<file path="config.mk">
export PLATFORM = sky130hd
export DESIGN_NAME = fifo_write_arbiter_flat
export DESIGN_NICKNAME = d
export VERILOG_FILES = /design/src/rtl/fifo_write_arbiter_if.sv /design/src/rtl/fifo_write_arbiter.sv /design/src/flat_wrapper.sv
export SDC_FILE = /design/constraint.sdc
export NUM_CORES = 1
export LEC_CHECK = 0
export CAP_MARGIN = 0
export CORE_AREA = 2 2 199 201
export CTS_BUF_LIST = sky130_fd_sc_hd__clkbuf_4 sky130_fd_sc_hd__clkbuf_8 sky130_fd_sc_hd__clkbuf_16
export DETAILED_ROUTE_END_ITERATION = 7
export DIE_AREA = 0 0 201 203
export SKIP_CTS_REPAIR_TIMING = 1
export SLEW_MARGIN = 20
export SYNTH_ARGS = -nofsm -noshare
export SYNTH_HDL_FRONTEND = slang
export SYNTH_SLANG_ARGS = --single-unit
</file>
<file path="constraint.sdc">
create_clock -name clk -period 5.4 [get_ports clk]
set_clock_uncertainty 0.2 [all_clocks]
set_input_delay 1.08 -clock clk [delete_from_list [all_inputs] [get_ports clk]]
set_output_delay 1.08 -clock clk [all_outputs]
set_load 0.05 [all_outputs]
</file>
<file path="src/rtl/fifo_write_arbiter_if.sv">
// Producer-side and FIFO-write-side signals of the shared vertex FIFO write port.
// master drives requests and the full flag; slave is the arbiter.
interface fifo_write_arbiter_if #(
    parameter int DBITS = 96,
    parameter int NREQ  = 4
);
    logic [NREQ-1:0]         req_valid;
    logic [NREQ*DBITS-1:0]   req_data;
    logic [NREQ-1:0]         req_ready;
    logic                    fifo_full;
    logic                    fifo_wr;
    logic [DBITS-1:0]        fifo_din;
    logic                    busy;
    logic [$clog2(NREQ)-1:0] grant_id;
    logic [15:0]             prim_count;

    modport master (
        output req_valid, req_data, fifo_full,
        input  req_ready, fifo_wr, fifo_din, busy, grant_id, prim_count
    );

    modport slave (
        input  req_valid, req_data, fifo_full,
        output req_ready, fifo_wr, fifo_din, busy, grant_id, prim_count
    );
endinterface

</file>
<file path="src/rtl/fifo_write_arbiter.sv">
// Round-robin, burst-atomic sharing of one FIFO write port; 1 cycle arbitration, then 1 beat/cycle.
// A grantee stall or fifo_full holds the grant and all state; no beat is written while full.
module fifo_write_arbiter #(
    parameter int DBITS = 96,
    parameter int NREQ  = 4,
    parameter int BURST = 3
) (
    input  logic                  clk,
    input  logic                  reset,
    fifo_write_arbiter_if.slave   bus
);
    localparam int GW = $clog2(NREQ);
    localparam int BW = (BURST > 1) ? $clog2(BURST) : 1;
    localparam logic [BW-1:0] LAST_BEAT = BW'(BURST - 1);

    typedef enum logic {ST_IDLE, ST_BURST} state_t;

    state_t          state_q, state_d;
    logic [GW-1:0]   grant_q, grant_d;
    logic [BW-1:0]   beat_q, beat_d;
    logic [15:0]     prim_q, prim_d;
    logic [GW-1:0]   pick;
    logic [GW:0]     cand_sum;
    logic            any_vld;
    logic            in_burst;
    logic            xfer;
    logic [NREQ-1:0] ready;

    assign any_vld  = |bus.req_valid;
    assign in_burst = (state_q == ST_BURST);
    // Gated by reset so nothing is written or acknowledged during the reset cycle.
    assign xfer     = reset & in_burst & bus.req_valid[grant_q] & ~bus.fifo_full;

    // Descending scan: the nearest valid requester after the current grantee wins last.
    always_comb begin
        pick     = grant_q;
        cand_sum = '0;
        for (int k = NREQ; k >= 1; k--) begin
            cand_sum = {1'b0, grant_q} + (GW + 1)'(k);
            if (cand_sum >= (GW + 1)'(NREQ)) begin
                cand_sum = cand_sum - (GW + 1)'(NREQ);
            end
            if (bus.req_valid[cand_sum[GW-1:0]]) begin
                pick = cand_sum[GW-1:0];
            end
        end
    end

    always_comb begin
        ready = '0;
        if (xfer) begin
            ready[grant_q] = 1'b1;
        end
    end

    always_comb begin
        state_d = state_q;
        grant_d = grant_q;
        beat_d  = beat_q;
        prim_d  = prim_q;
        case (state_q)
            ST_IDLE: begin
                if (any_vld) begin
                    state_d = ST_BURST;
                    grant_d = pick;
                    beat_d  = '0;
                end
            end
            ST_BURST: begin
                if (xfer) begin
                    if (beat_q == LAST_BEAT) begin
                        prim_d = prim_q + 16'd1;
                        beat_d = '0;
                        if (any_vld) begin
                            grant_d = pick;
                        end else begin
                            state_d = ST_IDLE;
                        end
                    end else begin
                        beat_d = beat_q + 1'b1;
                    end
                end
            end
            default: state_d = ST_IDLE;
        endcase
    end

    always_ff @(posedge clk) begin
        if (!reset) begin
            state_q <= ST_IDLE;
            grant_q <= GW'(NREQ - 1);
            beat_q  <= '0;
            prim_q  <= '0;
        end else begin
            state_q <= state_d;
            grant_q <= grant_d;
            beat_q  <= beat_d;
            prim_q  <= prim_d;
        end
    end

    assign bus.fifo_wr    = xfer;
    assign bus.req_ready  = ready;
    assign bus.fifo_din   = bus.req_data[int'(grant_q) * DBITS +: DBITS];
    assign bus.busy       = reset & in_burst;
    assign bus.grant_id   = grant_q;
    assign bus.prim_count = prim_q;
endmodule
</file>
<file path="src/flat_wrapper.sv">
// flat-port wrapper written by rule: the top's interface ports become plain ports
module fifo_write_arbiter_flat 
#(
    parameter int DBITS = 96,
    parameter int NREQ  = 4,
    parameter int BURST = 3
)
  (clk, reset, bus_req_valid, bus_req_data, bus_fifo_full, bus_req_ready, bus_fifo_wr, bus_fifo_din, bus_busy, bus_grant_id, bus_prim_count);
  fifo_write_arbiter_if #(.DBITS(DBITS), .NREQ(NREQ)) bus_i ();
  input  logic clk;
  input  logic reset;
  input wire logic [$bits(bus_i.req_valid)-1:0] bus_req_valid;
  input wire logic [$bits(bus_i.req_data)-1:0] bus_req_data;
  input wire logic [$bits(bus_i.fifo_full)-1:0] bus_fifo_full;
  output wire logic [$bits(bus_i.req_ready)-1:0] bus_req_ready;
  output wire logic [$bits(bus_i.fifo_wr)-1:0] bus_fifo_wr;
  output wire logic [$bits(bus_i.fifo_din)-1:0] bus_fifo_din;
  output wire logic [$bits(bus_i.busy)-1:0] bus_busy;
  output wire logic [$bits(bus_i.grant_id)-1:0] bus_grant_id;
  output wire logic [$bits(bus_i.prim_count)-1:0] bus_prim_count;
  assign bus_i.req_valid = bus_req_valid;
  assign bus_i.req_data = bus_req_data;
  assign bus_i.fifo_full = bus_fifo_full;
  assign bus_req_ready = bus_i.req_ready;
  assign bus_fifo_wr = bus_i.fifo_wr;
  assign bus_fifo_din = bus_i.fifo_din;
  assign bus_busy = bus_i.busy;
  assign bus_grant_id = bus_i.grant_id;
  assign bus_prim_count = bus_i.prim_count;
  fifo_write_arbiter #(.DBITS(DBITS), .NREQ(NREQ), .BURST(BURST)) u_core (.clk(clk), .reset(reset), .bus(bus_i));
endmodule
</file>
# Word-level counts from Yosys, hierarchy flattened
# Cells that the tools add are included.
dict set report word_totals {
  register_bits 21
  wordCells 73
}
dict set report classes {
  n_addsub 10
  mul 1
  magnitude_cmp 10
  n_eq_ne 4
  shifts 1
  n_mux 33
  n_bitwise 5
  reduce_logical 5
}
# operator count
set ops {}
lappend ops {{variable part select 384 x 32 -> 96 bit} 1}
lappend ops {{two-way mux 2 bit} 14}
lappend ops {{adder 16 x 1 -> 16 bit, second input constant} 1}
lappend ops {{< comparator 2 x 3 -> 1 bit, second input constant} 5}
lappend ops {{greater-or-equal comparator 3 bit, second input constant} 4}
lappend ops {{binary-select mux 1 bit (select 2 bit)} 5}
lappend ops {{two-way mux 1 bit} 9}
lappend ops {{one-hot mux 2 bit (2 select lines)} 2}
lappend ops {{subtractor 2 x 1 -> 2 bit, second input constant} 4}
lappend ops {{adder 2 x 2 -> 3 bit, second input constant} 2}
lappend ops {{multiplier 2 x 2 -> 4 bit, second input constant} 1}
lappend ops {{two-way mux 4 bit} 1}
lappend ops {{inequality test 2 bit, second input constant} 2}
lappend ops {{AND reduction 2 bit} 2}
lappend ops {{OR reduction 4 bit} 1}
lappend ops {{adder 2 x 1 -> 3 bit, second input constant} 1}
lappend ops {{adder 2 x 3 -> 3 bit, second input constant} 1}
lappend ops {{AND 1 bit} 3}
lappend ops {{AND reduction 3 bit} 1}
lappend ops {{adder 2 x 1 -> 2 bit, second input constant} 1}
lappend ops {{demux 1 bit (select 2 bit)} 1}
lappend ops {{== test 2 bit, second input constant} 1}
lappend ops {{greater-or-equal comparator 2 x 1 -> 1 bit, second input constant} 1}
lappend ops {{inequality test 2 x 1 -> 1 bit, second input constant} 1}
lappend ops {{3 further kinds} 4}

# Longest topological paths before layout
# Gate-level depths: netlist of the first run.
dict set report logic_depth {
  depth_word 13
  mapped_depth 9
  ltp_nobuf 6
}

# Worst setup path after synthesis of the first run
# No wires, ideal clock.
dict set report synth_timing {
  path_kind {flip-flop to output port}
  from {register u_core.grant_q[0], in the netlist u_core.bus.grant_id[0]}
  to {output port bus_fifo_din[29]}
  t_arrival_ps 2231
  setup_slack_ps 1889
  path_stages_with_launch 5
  path_cell_list {dfxtp_1 -> buf_4 -> buf_2 -> buf_2 -> mux4_2}
}
dict set report synth_between {
  elab_chain_cells 2
}
# element line_no
set synth_lines {}
lappend synth_lines {{start: declaration} fifo_write_arbiter.sv:19} ;# logic [GW-1:0] grant_q, grant_d;
lappend synth_lines {{start signal: assignment} fifo_write_arbiter.sv:91} ;# grant_q <= GW'(NREQ - 1);
lappend synth_lines {{start signal: assignment} fifo_write_arbiter.sv:96} ;# grant_q <= grant_d;
lappend synth_lines {{multiplier 2 x 2 -> 4 bit} fifo_write_arbiter.sv:104} ;# assign bus.fifo_din = bus.req_data[int'(grant_q) * DBITS +: DBITS];
lappend synth_lines {{variable part select 384 x 32 -> 96 bit} fifo_write_arbiter.sv:104}
lappend synth_lines {{end: declaration} flat_wrapper.sv:17} ;# output wire logic [$bits(bus_i.fifo_din)-1:0] bus_fifo_din;
# No other way between the ends.

# Final worst setup path of the first run
dict set report layout_timing {
  from {input port bus_req_valid[1]}
  to {output port bus_fifo_wr}
}
dict set report layout_between {
  elab_chain_cells 4
}
# element line_no
set layout_lines {}
lappend layout_lines {{start: declaration} flat_wrapper.sv:12} ;# input wire logic [$bits(bus_i.req_valid)-1:0] bus_req_valid;
lappend layout_lines {{binary-select mux 1 bit (select 2 bit)} fifo_write_arbiter.sv:32} ;# assign xfer = reset & in_burst & bus.req_valid[grant_q] & ~bus.fifo_full;
lappend layout_lines {{two-way mux 1 bit (implied by the code)} fifo_write_arbiter.sv:32}
lappend layout_lines {{AND 1 bit (2 in a row)} fifo_write_arbiter.sv:32}
lappend layout_lines {{end: declaration} flat_wrapper.sv:16} ;# output wire logic [$bits(bus_i.fifo_wr)-1:0] bus_fifo_wr;
# No other way between the ends. The select of a mux whose other input is x is not followed.

==> impl_metrics.env, run 1 <==
export IMPL_status="finished clean"
export IMPL_dp_hpwl_um=25580
export IMPL_ys_flop_type="dfxtp_1"
export IMPL_ys_warn_count=0
export IMPL_drc=0
export IMPL_startpoint_type="primary input"
export IMPL_crit_type="primary input to output pin"
export IMPL_rsz0062_at_grt="false"
export IMPL_cts_sinks=21
export IMPL_muxShareOfSynthArea=0.6279
export IMPL_hold_violations=0
export IMPL_clk_pin_slew_ps=60
export IMPL_synth_distinct_cells=46
export IMPL_r2r_start="u_core.bus.grant_id[0]$_SDFFE_PN1P_"
export IMPL_final_cell_count_no_fill=1284
export IMPL_std_cell_rows=72
export IMPL_grt_pass1_wl_um=39190
export IMPL_fin_setup_tns_ps=0
export IMPL_grt_overflow=0
export IMPL_cp_required_ps=4120
export IMPL_via_count=4901
export IMPL_gp_congestion=0.9446
export IMPL_setup_violations=0
export IMPL_wl_per_cell_um=22.46
export IMPL_cts_tree="yes"
export IMPL_n_fill_cell=4083
export IMPL_ys_ff_latch=21
export IMPL_seq_area_um2=427.9
export IMPL_syn_area_per_cell_um2=13.37
export IMPL_yosys_area_share_adder=0.01752
export IMPL_async_flop_share=0
export IMPL_slew_viol_final=0
export IMPL_fmax_mhz=222.0
export IMPL_syn_to_final_growth_pct=162.2
export IMPL_h_tree_depth=1
export IMPL_r2r_slack_ps=2260
export IMPL_grt_pass1_vias=5090
export IMPL_die_x_um=201
export IMPL_finalCriticalPeriod_ps=4504
export IMPL_ios=511
export IMPL_core_area_mm2=0.03847
export IMPL_totalWireLength_um=28840
export IMPL_vias_per_cell=3.817
export IMPL_p_leak_uw=0.003332
export IMPL_drive_gt1_frac=0.1581
export IMPL_numPlacedInstances=1273
export IMPL_cap_violations=0
export IMPL_syn_nets=663
export IMPL_cts_root_buf="clkbuf_16"
export IMPL_clk_latency_ps=260
export IMPL_clock_tree_buffer_depth=2
export IMPL_final_common_cell="clkdlybuf4s50_1"
export IMPL_hold_depth=2
export IMPL_relSlewSlack=0.4987
export IMPL_holdPathEnd="u_core.beat_q[1]$_SDFFE_PN0P_"
export IMPL_synth_edf_count=0
export IMPL_dieArea_mm2=0.04080
export IMPL_final_cell_mix="507 x clkdlybuf4s50_1, 97 x mux4_2, 19 x dfxtp_1"
export IMPL_cp_max_fo=9
export IMPL_timing_rr_end="u_core.bus.grant_id[0]$_SDFFE_PN1P_"
export IMPL_min_period_over_period=0.8340
export IMPL_final_core_util=0.2434
export IMPL_synth_top_family_by_area="multiplexers"
export IMPL_grt_start_max_net_pins=59
export IMPL_p_total_uw=3282
export IMPL_layout_nets=1156
export IMPL_worstPathArrival_ps=3220
export IMPL_grt_usage=0.1324
export IMPL_initial_core_util=0.09283
export IMPL_worstMarginPinSlew_ps=752.0
export IMPL_top_layer_used="met5"
export IMPL_synth_xor_area_frac=0.02453
export IMPL_syn_area_mm2=0.003571
export IMPL_initialDrtViolationCount=249
export IMPL_die_h_um=203
export IMPL_drt_pass1_iterations=4
export IMPL_cts_buffers=3
export IMPL_routed_wl_met2_um=14830
export IMPL_antenna_found_initial=14
export IMPL_multiInputGateArea_mm2=0.003007
export IMPL_ff2ff_path_depth=7
export IMPL_end_kind="output pin"
export IMPL_worstHoldStart="u_core.beat_q[1]$_SDFFE_PN0P_"
export IMPL_ant_nets=0
export IMPL_synth_compound_area_frac=0.05256
export IMPL_io_buffer_count=510
export IMPL_hp_class="register to register"
export IMPL_syn_instance_count=267
export IMPL_p_per_area_mw_per_mm2=350.5
export IMPL_ys_seq_area_frac=0.1177
export IMPL_ir_worst_vdd_mv=0.2548
export IMPL_wl_met3_um=2247
export IMPL_wl_met1_um=10860
export IMPL_synth_simple_area_share=0.1195
export IMPL_fin_hold_ws_ps=293.0
## metrics by stage
step / cell area, µm² / worst slack [ps]
global route: 9360 / 801.5
detailed placement: 9265 / 864.4
floorplan: 3571 / 1889
CTS: 9345 / 855.0
global placement: 9265 / 862.0
finish: 9363 / 896.3
## registers in the layout (all words and copies together) (netlist names)
register	count
u_core.in_burst	1
u_core.bus.prim_count	16
u_core.beat_q	2
u_core.bus.grant_id	2
## report_power, final
part / switching [µW] / internal (µW)
logic: 1610 / 1250
clock network: 60.7 / 99.7
registers: 98.0 / 164
total: 1770 / 1520
## worst max path at each step
stage | startpoint | endpoint | slack, ps | depth (start not counted)
finish | bus_req_valid[1] | bus_fifo_wr | 900 | 4
global route | bus_req_valid[1] | bus_req_ready[1] | 800 | 4
CTS | bus_req_valid[1] | bus_req_ready[1] | 850 | 4
detailed placement | bus_req_valid[1] | bus_req_ready[1] | 860 | 4
global placement | bus_req_valid[1] | bus_req_ready[1] | 860 | 4
floorplan | u_core.bus.grant_id[0]$_SDFFE_PN1P_ | bus_fifo_din[29] | 1890 | 4
## logic make-up after synthesis
kind of cell / Yosys count
AO/OA/AOI/OAI: 26
XOR/XNOR: 10
adder cells (fa/ha/maj): 5
buffers and inverters: 33
flip-flops: 21
multiplexers: 102
AND/OR/NAND/NOR: 70
## synth_stat cells (4+ instances only)
master,number,area (µm²)
mux4_2,97,2185
dfxtp_1,21,420.4
nand2_1,16,60.06
buf_2,13,65.06
clkbuf_1,12,45.04
and2_1,10,62.56
xor2_1,8,70.07
o21ai_0,7,35.03
a21boi_0,6,45.04
and3_1,6,37.54
inv_1,6,22.52
ha_1,5,62.56
nor3_1,5,25.02
nand3_1,4,20.02
nor2_1,4,15.01
## final cells by class
type                    count  area share
multi-input cells         213      0.3211
repair buffers            515      0.5511
inverters                   6    0.002405
clock inverters             1   0.0005345
diodes                      7    0.001871
well taps                 518     0.06922
clock buffers               3    0.008018
flip-flops and latches     21     0.04570
## worst max-delay path, cell delays in order
cell             delay (ps)
clkdlybuf4s50_1         540
mux4_2                  630
and2_2                  250
clkdlybuf4s50_1         720
## routing by layer
layer | vias up | GRT usage
li1 | 2147 | -
met2 | 285 | 0.2343
met5 | - | 0
met3 | 41 | 0.03596
met4 | 4 | 0.04497
met1 | 2424 | 0.1540
Note: power is estimated with default switching activity, not from simulation.
==> run 2, diff against run 1 <==
- CORE_AREA: 2 2 199 201 -> 2 2 201 203
- DIE_AREA: 0 0 201 203 -> 0 0 203 205
- clock period: 5.4 -> 4.3 ns (I/O delays scaled with it)
==> impl_metrics.env, run 2 (synthesized netlist as in run 1, its figures left out) <==
export IMPL_grt_usage=0.1298
export IMPL_r2r_start="u_core.bus.grant_id[0]$_SDFFE_PN1P_"
export IMPL_initial_core_util=0.09071
export IMPL_drt_pass1_iterations=4
export IMPL_startpoint_type="register"
export IMPL_rsz0062_at_grt="false"
export IMPL_dieArea_mm2=0.04162
export IMPL_p_leak_uw=0.003398
export IMPL_io_buffer_count=510
export IMPL_clk_pin_slew_ps=60
export IMPL_hp_class="register to register"
export IMPL_final_common_cell="clkdlybuf4s50_1"
export IMPL_cts_sinks=21
export IMPL_fin_setup_tns_ps=0
export IMPL_post_dp_cell_area_mm2=0.009414
export IMPL_drc=0
export IMPL_wl_per_cell_um=22.49
export IMPL_worstPathArrival_ps=2710
export IMPL_p_per_area_mw_per_mm2=444.0
export IMPL_syn_to_final_growth_pct=166.4
export IMPL_cp_required_ps=3240
export IMPL_layout_nets=1164
export IMPL_totalWireLength_um=29220
export IMPL_largest_reg_flops=16
export IMPL_hold_violations=0
export IMPL_gp_congestion=1.040
export IMPL_grt_overflow=0
export IMPL_std_cell_rows=73
export IMPL_cap_violations=0
export IMPL_setup_violations=0
export IMPL_dp_hpwl_um=26050
export IMPL_status="finished clean"
export IMPL_ir_worst_vdd_mv=0.1463
export IMPL_relSlewSlack=0.3921
export IMPL_cp_max_fo=29
export IMPL_cts_buffers=3
export IMPL_end_kind="output pin"
export IMPL_worstHoldStart="u_core.beat_q[1]$_SDFFE_PN0P_"
export IMPL_initialDrtViolationCount=268
export IMPL_critPathLaunch="u_core.bus.grant_id[0]$_SDFFE_PN1P_"
export IMPL_fin_hold_ws_ps=292.2
export IMPL_clock_tree_buffer_depth=2
export IMPL_core_area_mm2=0.03937
export IMPL_worst_slack_ps=527.3
export IMPL_h_tree_depth=1
export IMPL_grt_start_max_net_pins=56
export IMPL_grt_pass1_vias=5065
export IMPL_worstMarginPinSlew_ps=911.8
export IMPL_vias_per_cell=3.802
export IMPL_finalCriticalPeriod_ps=3773
export IMPL_p_total_uw=4224
export IMPL_die_h_um=205
export IMPL_ant_nets=0
export IMPL_antenna_found_initial=13
export IMPL_crit_type="register to output pin"
export IMPL_place_ws_ps=638.2
export IMPL_design_area_mm2=0.009514
export IMPL_fmax_mhz=265.1
export IMPL_cts_tree="yes"
export IMPL_die_x_um=203
export IMPL_grt_pass1_wl_um=38820
export IMPL_min_period_over_period=0.8774
export IMPL_final_cell_mix="504 x clkdlybuf4s50_1, 97 x mux4_2, 19 x dfxtp_1"
export IMPL_slew_viol_final=0
export IMPL_ios=511
export IMPL_cts_root_buf="clkbuf_16"
export IMPL_via_count=4939
export IMPL_clk_latency_ps=250
export IMPL_drive_gt1_frac=0.1708
run 2: cell count changes in the layout (fill, tap and decap cells not counted), sizes merged:
cell | before | now
clkdlybuf4s50 | 507 | 504
clkbuf | 3 | 4
buf | 8 | 19
clkinv | 1 | 0
run 2: worst paths after layout:
kind | to | cells past startpoint | slack (ps)
min | u_core.beat_q[1]$_SDFFE_PN0P_ | 2 | 290
max | bus_fifo_din[80] | 3 | 530
min reg2reg | u_core.beat_q[1]$_SDFFE_PN0P_ | 2 | 290
max reg2reg | u_core.bus.grant_id[0]$_SDFFE_PN1P_ | 7 | 1250
run 2: per-stage QoR:
stage	instances	util
global route	1299	0.2417
finish	1299	0.2417
floorplan	267	-
global placement	1288	0.2391
detailed placement	1288	0.2391
CTS	1292	0.2412
run 2: routing by layer:
| metal | track usage | wire, µm |
|---|---|---|
| met1 | 0.1656 | 11690 |
| met2 | 0.2231 | 14880 |
| met3 | 0.02816 | 2236 |
| met4 | 0.02529 | 405 |
| met5 | 0.02143 | 0 |
run 2: critical path, cell delays in order (launching register included):
cell and delay, ps:
dfxtp_4 750, buf_4 360, mux4_2 540, clkdlybuf4s50_1 750
run 2: cell type report:
| type | instances | area, µm² |
|---|---|---|
| flip-flops and latches | 21 | 427.9 |
| clock buffers | 4 | 82.58 |
| fillers | 4160 | 29850 |
| well taps | 525 | 656.9 |
| inverters | 6 | 22.52 |
| diodes | 7 | 17.52 |
| repair buffers | 523 | 5300 |
| multi-input cells | 213 | 3007 |
run 2: report_power, final:
part / internal (µW) / switching [µW]
logic: 1630 / 2050
registers: 206 / 143
clock network: 133 / 70.2
